==> src/rtl/bcd_rtc_alarm.sv <==
// rtl/bcd_rtc_alarm.sv - six-digit BCD real-time clock with prescaler, validated load and sticky alarm
//
// Ports:
//   clk                     system clock, all state on posedge
//   reset                   synchronous, active-low
//   ena                     prescaler advance enable
//   load, ld_hh/mm/ss/pm    validated time load strobe and values
//   alarm_set, al_hh/mm/pm  validated alarm register load (alarm seconds fixed at 00)
//   alarm_en, alarm_ack     alarm match enable, sticky flag clear
//   hh, mm, ss, pm          registered BCD time (pm is 0 in 24-hour mode)
//   sec_tick                pulse alongside a tick-driven time update
//   load_err                pulse when a load or alarm_set is rejected
//   alarm_flag              sticky alarm indication
//   seg_*                   gfedcba seven-segment decode of each time digit
module bcd_rtc_alarm #(
    parameter int unsigned TICKS_PER_SEC  = 1,
    parameter bit          H24            = 1'b0,
    parameter bit          SEG_ACTIVE_LOW = 1'b0
) (
    input  logic       clk,
    input  logic       reset,
    input  logic       ena,
    input  logic       load,
    input  logic [7:0] ld_hh,
    input  logic [7:0] ld_mm,
    input  logic [7:0] ld_ss,
    input  logic       ld_pm,
    input  logic       alarm_set,
    input  logic [7:0] al_hh,
    input  logic [7:0] al_mm,
    input  logic       al_pm,
    input  logic       alarm_en,
    input  logic       alarm_ack,
    output logic [7:0] hh,
    output logic [7:0] mm,
    output logic [7:0] ss,
    output logic       pm,
    output logic       sec_tick,
    output logic       load_err,
    output logic       alarm_flag,
    output logic [6:0] seg_hh1,
    output logic [6:0] seg_hh0,
    output logic [6:0] seg_mm1,
    output logic [6:0] seg_mm0,
    output logic [6:0] seg_ss1,
    output logic [6:0] seg_ss0
);

    localparam int unsigned   PW     = (TICKS_PER_SEC > 1) ? $clog2(TICKS_PER_SEC) : 1;
    localparam logic [PW-1:0] PMAX   = PW'(TICKS_PER_SEC - 1);
    // 12:00:00 AM (midnight) in 12-hour mode, 00:00:00 in 24-hour mode
    localparam logic [7:0]    RST_HH = H24 ? 8'h00 : 8'h12;

    logic [PW-1:0] pcnt;
    logic          tick;
    logic [7:0]    al_hh_r;
    logic [7:0]    al_mm_r;
    logic          al_pm_r;

    logic [8:0]    ss_inc;
    logic [8:0]    mm_inc;
    logic [7:0]    hh_nxt;
    logic          pm_nxt;
    logic          ld_take;
    logic          ld_bad;
    logic          al_take;
    logic          al_bad;
    logic          match;

    function automatic logic digits_ok(input logic [7:0] v);
        return (v[7:4] <= 4'd9) && (v[3:0] <= 4'd9);
    endfunction

    function automatic logic hour_ok(input logic [7:0] v);
        logic ok;
        if (!digits_ok(v)) begin
            ok = 1'b0;
        end else if (H24) begin
            ok = (v <= 8'h23);
        end else begin
            ok = (v >= 8'h01) && (v <= 8'h12);
        end
        return ok;
    endfunction

    function automatic logic min_ok(input logic [7:0] v);
        return digits_ok(v) && (v <= 8'h59);
    endfunction

    function automatic logic [7:0] bcd_inc(input logic [7:0] v);
        logic [7:0] r;
        if (v[3:0] == 4'd9) begin
            r = {v[7:4] + 4'd1, 4'd0};
        end else begin
            r = {v[7:4], v[3:0] + 4'd1};
        end
        return r;
    endfunction

    // {carry, next} for a 00..59 BCD field
    function automatic logic [8:0] inc60(input logic [7:0] v);
        logic [8:0] r;
        if (v == 8'h59) begin
            r = {1'b1, 8'h00};
        end else begin
            r = {1'b0, bcd_inc(v)};
        end
        return r;
    endfunction

    function automatic logic [6:0] seg7(input logic [3:0] d);
        logic [6:0] s;
        case (d)
            4'd0:    s = 7'h3F;
            4'd1:    s = 7'h06;
            4'd2:    s = 7'h5B;
            4'd3:    s = 7'h4F;
            4'd4:    s = 7'h66;
            4'd5:    s = 7'h6D;
            4'd6:    s = 7'h7D;
            4'd7:    s = 7'h07;
            4'd8:    s = 7'h7F;
            4'd9:    s = 7'h6F;
            default: s = 7'h00;
        endcase
        return SEG_ACTIVE_LOW ? ~s : s;
    endfunction

    assign tick = ena && (pcnt == PMAX);

    // Next time value if a tick is applied this cycle
    always_comb begin
        ss_inc = inc60(ss);
        mm_inc = ss_inc[8] ? inc60(mm) : {1'b0, mm};
        hh_nxt = hh;
        pm_nxt = pm;
        if (mm_inc[8]) begin
            if (H24) begin
                hh_nxt = (hh == 8'h23) ? 8'h00 : bcd_inc(hh);
            end else if (hh == 8'h12) begin
                // 12 -> 01 keeps the half of the day
                hh_nxt = 8'h01;
            end else begin
                hh_nxt = bcd_inc(hh);
                if (hh == 8'h11) begin
                    pm_nxt = ~pm;
                end
            end
        end
        if (H24) begin
            pm_nxt = 1'b0;
        end
    end

    always_comb begin
        ld_take = load && hour_ok(ld_hh) && min_ok(ld_mm) && min_ok(ld_ss);
        ld_bad  = load && !ld_take;
        al_take = alarm_set && hour_ok(al_hh) && min_ok(al_mm);
        al_bad  = alarm_set && !al_take;
        // Only a tick can raise the alarm; an accepted load overrides the tick
        match   = tick && !ld_take && alarm_en &&
                  (ss_inc[7:0] == 8'h00) &&
                  (mm_inc[7:0] == al_mm_r) &&
                  (hh_nxt == al_hh_r) &&
                  (H24 || (pm_nxt == al_pm_r));
    end

    always_ff @(posedge clk) begin
        if (!reset) begin
            hh         <= RST_HH;
            mm         <= 8'h00;
            ss         <= 8'h00;
            pm         <= 1'b0;
            pcnt       <= '0;
            al_hh_r    <= RST_HH;
            al_mm_r    <= 8'h00;
            al_pm_r    <= 1'b0;
            alarm_flag <= 1'b0;
            sec_tick   <= 1'b0;
            load_err   <= 1'b0;
        end else begin
            sec_tick <= 1'b0;
            if (ld_take) begin
                hh   <= ld_hh;
                mm   <= ld_mm;
                ss   <= ld_ss;
                pm   <= H24 ? 1'b0 : ld_pm;
                pcnt <= '0;
            end else begin
                if (ena) begin
                    pcnt <= tick ? '0 : pcnt + 1'b1;
                end
                if (tick) begin
                    ss       <= ss_inc[7:0];
                    mm       <= mm_inc[7:0];
                    hh       <= hh_nxt;
                    pm       <= pm_nxt;
                    sec_tick <= 1'b1;
                end
            end

            if (al_take) begin
                al_hh_r <= al_hh;
                al_mm_r <= al_mm;
                al_pm_r <= H24 ? 1'b0 : al_pm;
            end

            load_err <= ld_bad || al_bad;

            // A new match wins over a coincident acknowledge
            if (match) begin
                alarm_flag <= 1'b1;
            end else if (alarm_ack) begin
                alarm_flag <= 1'b0;
            end
        end
    end

    assign seg_hh1 = seg7(hh[7:4]);
    assign seg_hh0 = seg7(hh[3:0]);
    assign seg_mm1 = seg7(mm[7:4]);
    assign seg_mm0 = seg7(mm[3:0]);
    assign seg_ss1 = seg7(ss[7:4]);
    assign seg_ss0 = seg7(ss[3:0]);

endmodule

==> config.mk <==
export PLATFORM = sky130hd
export DESIGN_NAME = bcd_rtc_alarm
export DESIGN_NICKNAME = d
export VERILOG_FILES = /design/src/rtl/bcd_rtc_alarm.sv
export SDC_FILE = /design/constraint.sdc
export NUM_CORES = 1
export LEC_CHECK = 0
export BUFFER_PORTS_ARGS = -buffer_cell sky130_fd_sc_hd__buf_2
export CORE_UTILIZATION = 55
export DETAILED_ROUTE_END_ITERATION = 6
export GPL_TIMING_DRIVEN = 0
export PLACE_DENSITY = 0.8
export RECOVER_POWER = 25
export SYNTH_ARGS = -nofsm -noshare
export SYNTH_HDL_FRONTEND = slang
export SYNTH_SLANG_ARGS = --single-unit
==> constraint.sdc <==
create_clock -name clk -period 5.3 [get_ports clk]
set_clock_uncertainty 0.05 [all_clocks]
set_input_delay 0.795 -clock clk [delete_from_list [all_inputs] [get_ports clk]]
set_output_delay 0.795 -clock clk [all_outputs]
set_load 0.01 [all_outputs]
==> flow_summary.ini <==
[logic_synthesis]
syn-instance-count = 686
yosys.cell_types.count = 87
yosysSeqAreaShare_pct = 29.8
async_reset_ff_share_pct = 0
syn_area_um2 = 5910
synth_area_per_cell_um2 = 8.61
synth_seq_cells = 88
ys.flop_type = dfxtp_1
synth_nets = 780
yosysWarnings = 0
synth-edff-count = 0

[floorplan]
fp.dieH_um = 106
dieArea_um2 = 11200
initial_utilization_pct = 57.0
ios = 119
rows = 37
die_x_um = 106
core_region_area_um2 = 10400

[setup_path]
critical_path_class = input pin to flip-flop
critPathLaunchType = input pin
critPathRequiredTime_ns = 5.51
crit_fanout = 10
cp-end-kind = flip-flop
cp.arrival_ns = 4.14

[sta]
fmax_mhz = 255
finalCritPeriodShare_pct = 74.0
slew_viol_final = 0
finalSetupViolCount = 0
maxSlewHeadroom_pct = 42.0
setup_ws_ns = 1.38
finalCriticalPeriod_ns = 3.92
holdWs_ns = 0.431
grt_setup_unrepaired = no
finalHoldViolations = 0
tns_ns = 0
worst_slew_pin_slew_ns = 0.870

[run]
cap_violations = 0

[route]
num_vias = 5695
ant_nets = 0
viasPerCell = 5.96
dr.pass1.iters = 5
drt-total-wl_um = 17200
drc = 0
drtIter0Drc = 374
wl_per_cell_um = 18.0

[finish]
syn_to_final_growth_pct = 15.7
final_nets = 909
final_area_um2 = 6840
final_common_cell = dfxtp_1
final_cell_mix = 88 x dfxtp_1, 87 x buf_2, 62 x nor2_1, 59 x clkbuf_1, 45 x ha_1
diodes = 0
fin_util_pct = 65.9
layout-drive-gt1-share_pct = 18.8
stdcell_count = 956

[clock_network]
root_buffer = clkbuf_8
clk_pin_slew_ns = 0.08
cts_tree = done
ctsHoldBuffers = 0
htreeDepth = 3
clock_path_buffers = 2
clk_latency_ns = 0.37
cts.sinks = 88
cts_resized = 0
post_cts_buffers = 0
cts_buffers = 9

[grt]
grt_pass1_wl_um = 27600
grt_usage_pct = 31.3
antenna_found_initial = 0
grt_pass1_vias = 5416
grt_overflow = 0
grt_max_degree = 15

[place]
dpl_worst_slack_ns = 1.13
place_congestion = 0.958
place_area_um2 = 6670
port-buffer-count = 118
placed_cells = 940
dpl.hpwl_um = 13300

[run_status]
status = finished clean

[power]
p_per_area_nw_per_um2 = 193
vdd_drop_max_uv = 146
finalPower_mw = 1.32
leakagePower_nw = 3.04

[worst_hold_path]
hold_path_class = flip-flop to flip-flop
==> layout make-up <==
class	instances	area [um2]
buffer	36	180
clock buffer	13	169
clock inverter	3	47.5
fill	935	3530
inverter	42	160
multi-input combinational	520	3810
sequential	88	1760
tap	136	170
timing repair buffer	118	542
==> worst paths after layout <==
path	startpoint	end	slack [ns]	cells past startpoint
min	alarm_flag	alarm_flag	0.43	2
min reg2reg	alarm_flag	alarm_flag	0.43	2
max reg2reg	ss[0]	seg_mm1[3]	1.68	11
max	ld_hh[7]	seg_mm1[3]	1.38	12
==> per-layer routing <==
layer | GRT usage, % | wire (um) | part of all wire [%]
met5 | 0 | 0 | 0
met4 | 13.2 | 427 | 2.5
met3 | 4.39 | 1050 | 6.1
met2 | 51.8 | 8080 | 47
met1 | 40.6 | 7600 | 44
==> cells in the mapped netlist (all sizes together), types with 10 or more instances <==
library cell | number | area (um2)
mux2i | 33 | 334
nand4 | 11 | 83.8
o21ai | 39 | 199
a211oi | 12 | 100
nor4 | 10 | 108
a21o | 11 | 82.6
nor3 | 15 | 86.3
clkbuf | 20 | 76.3
ha | 45 | 563
o211ai | 10 | 80.1
inv | 41 | 156
nand2b | 14 | 87.6
nand3 | 17 | 103
dfxtp | 88 | 1760
nand2 | 40 | 155
a21oi | 30 | 161
nor2 | 66 | 258
buf | 16 | 104
nor3b | 10 | 75.1
nor2b | 13 | 81.3
==> sequential cells by signal, summed over array words and instances (netlist names) <==
signal,flops
al_pm_r,1
seg_mm1,7
seg_ss0,7
hh,8
seg_hh0,7
mm,8
pm,1
seg_hh1,7
alarm_flag,1
pcnt,1
sec_tick,1
al_hh_r,8
seg_mm0,7
seg_ss1,7
ss,8
load_err,1
al_mm_r,8
==> worst max-delay path: stages <==
cell	delay, ns
buf_2	0.10
nor4b_1	0.40
and3_1	0.32
nand3_4	0.17
buf_4	0.24
buf_2	0.22
clkbuf_1	0.35
a211oi_1	0.56
inv_1	0.18
ha_1	0.32
or3_1	0.37
o311ai_1	0.10
==> power breakdown <==
| part | total, mW | switching [mW] | internal, mW |
|---|---|---|---|
| combinational | 0.136 | 0.0838 | 0.0520 |
| clock | 0.500 | 0.240 | 0.259 |
| sequential | 0.682 | 0.00718 | 0.675 |
| total | 1.32 | 0.331 | 0.986 |
==> cells by family (layout without fill, tap and decap cells) <==
family,after synthesis,after routing,synth area share [%]
XOR/XNOR,14,14,2.08
AND/OR/NAND/NOR,244,244,24.5
buffers and inverters,78,212,5.76
multiplexers,42,42,7.37
AO/OA/AOI/OAI,175,175,20.9
adder cells (fa/ha/maj),45,45,9.53
flip-flops,88,88,29.8
No activity file was read; power rests on OpenSTA's default activity.
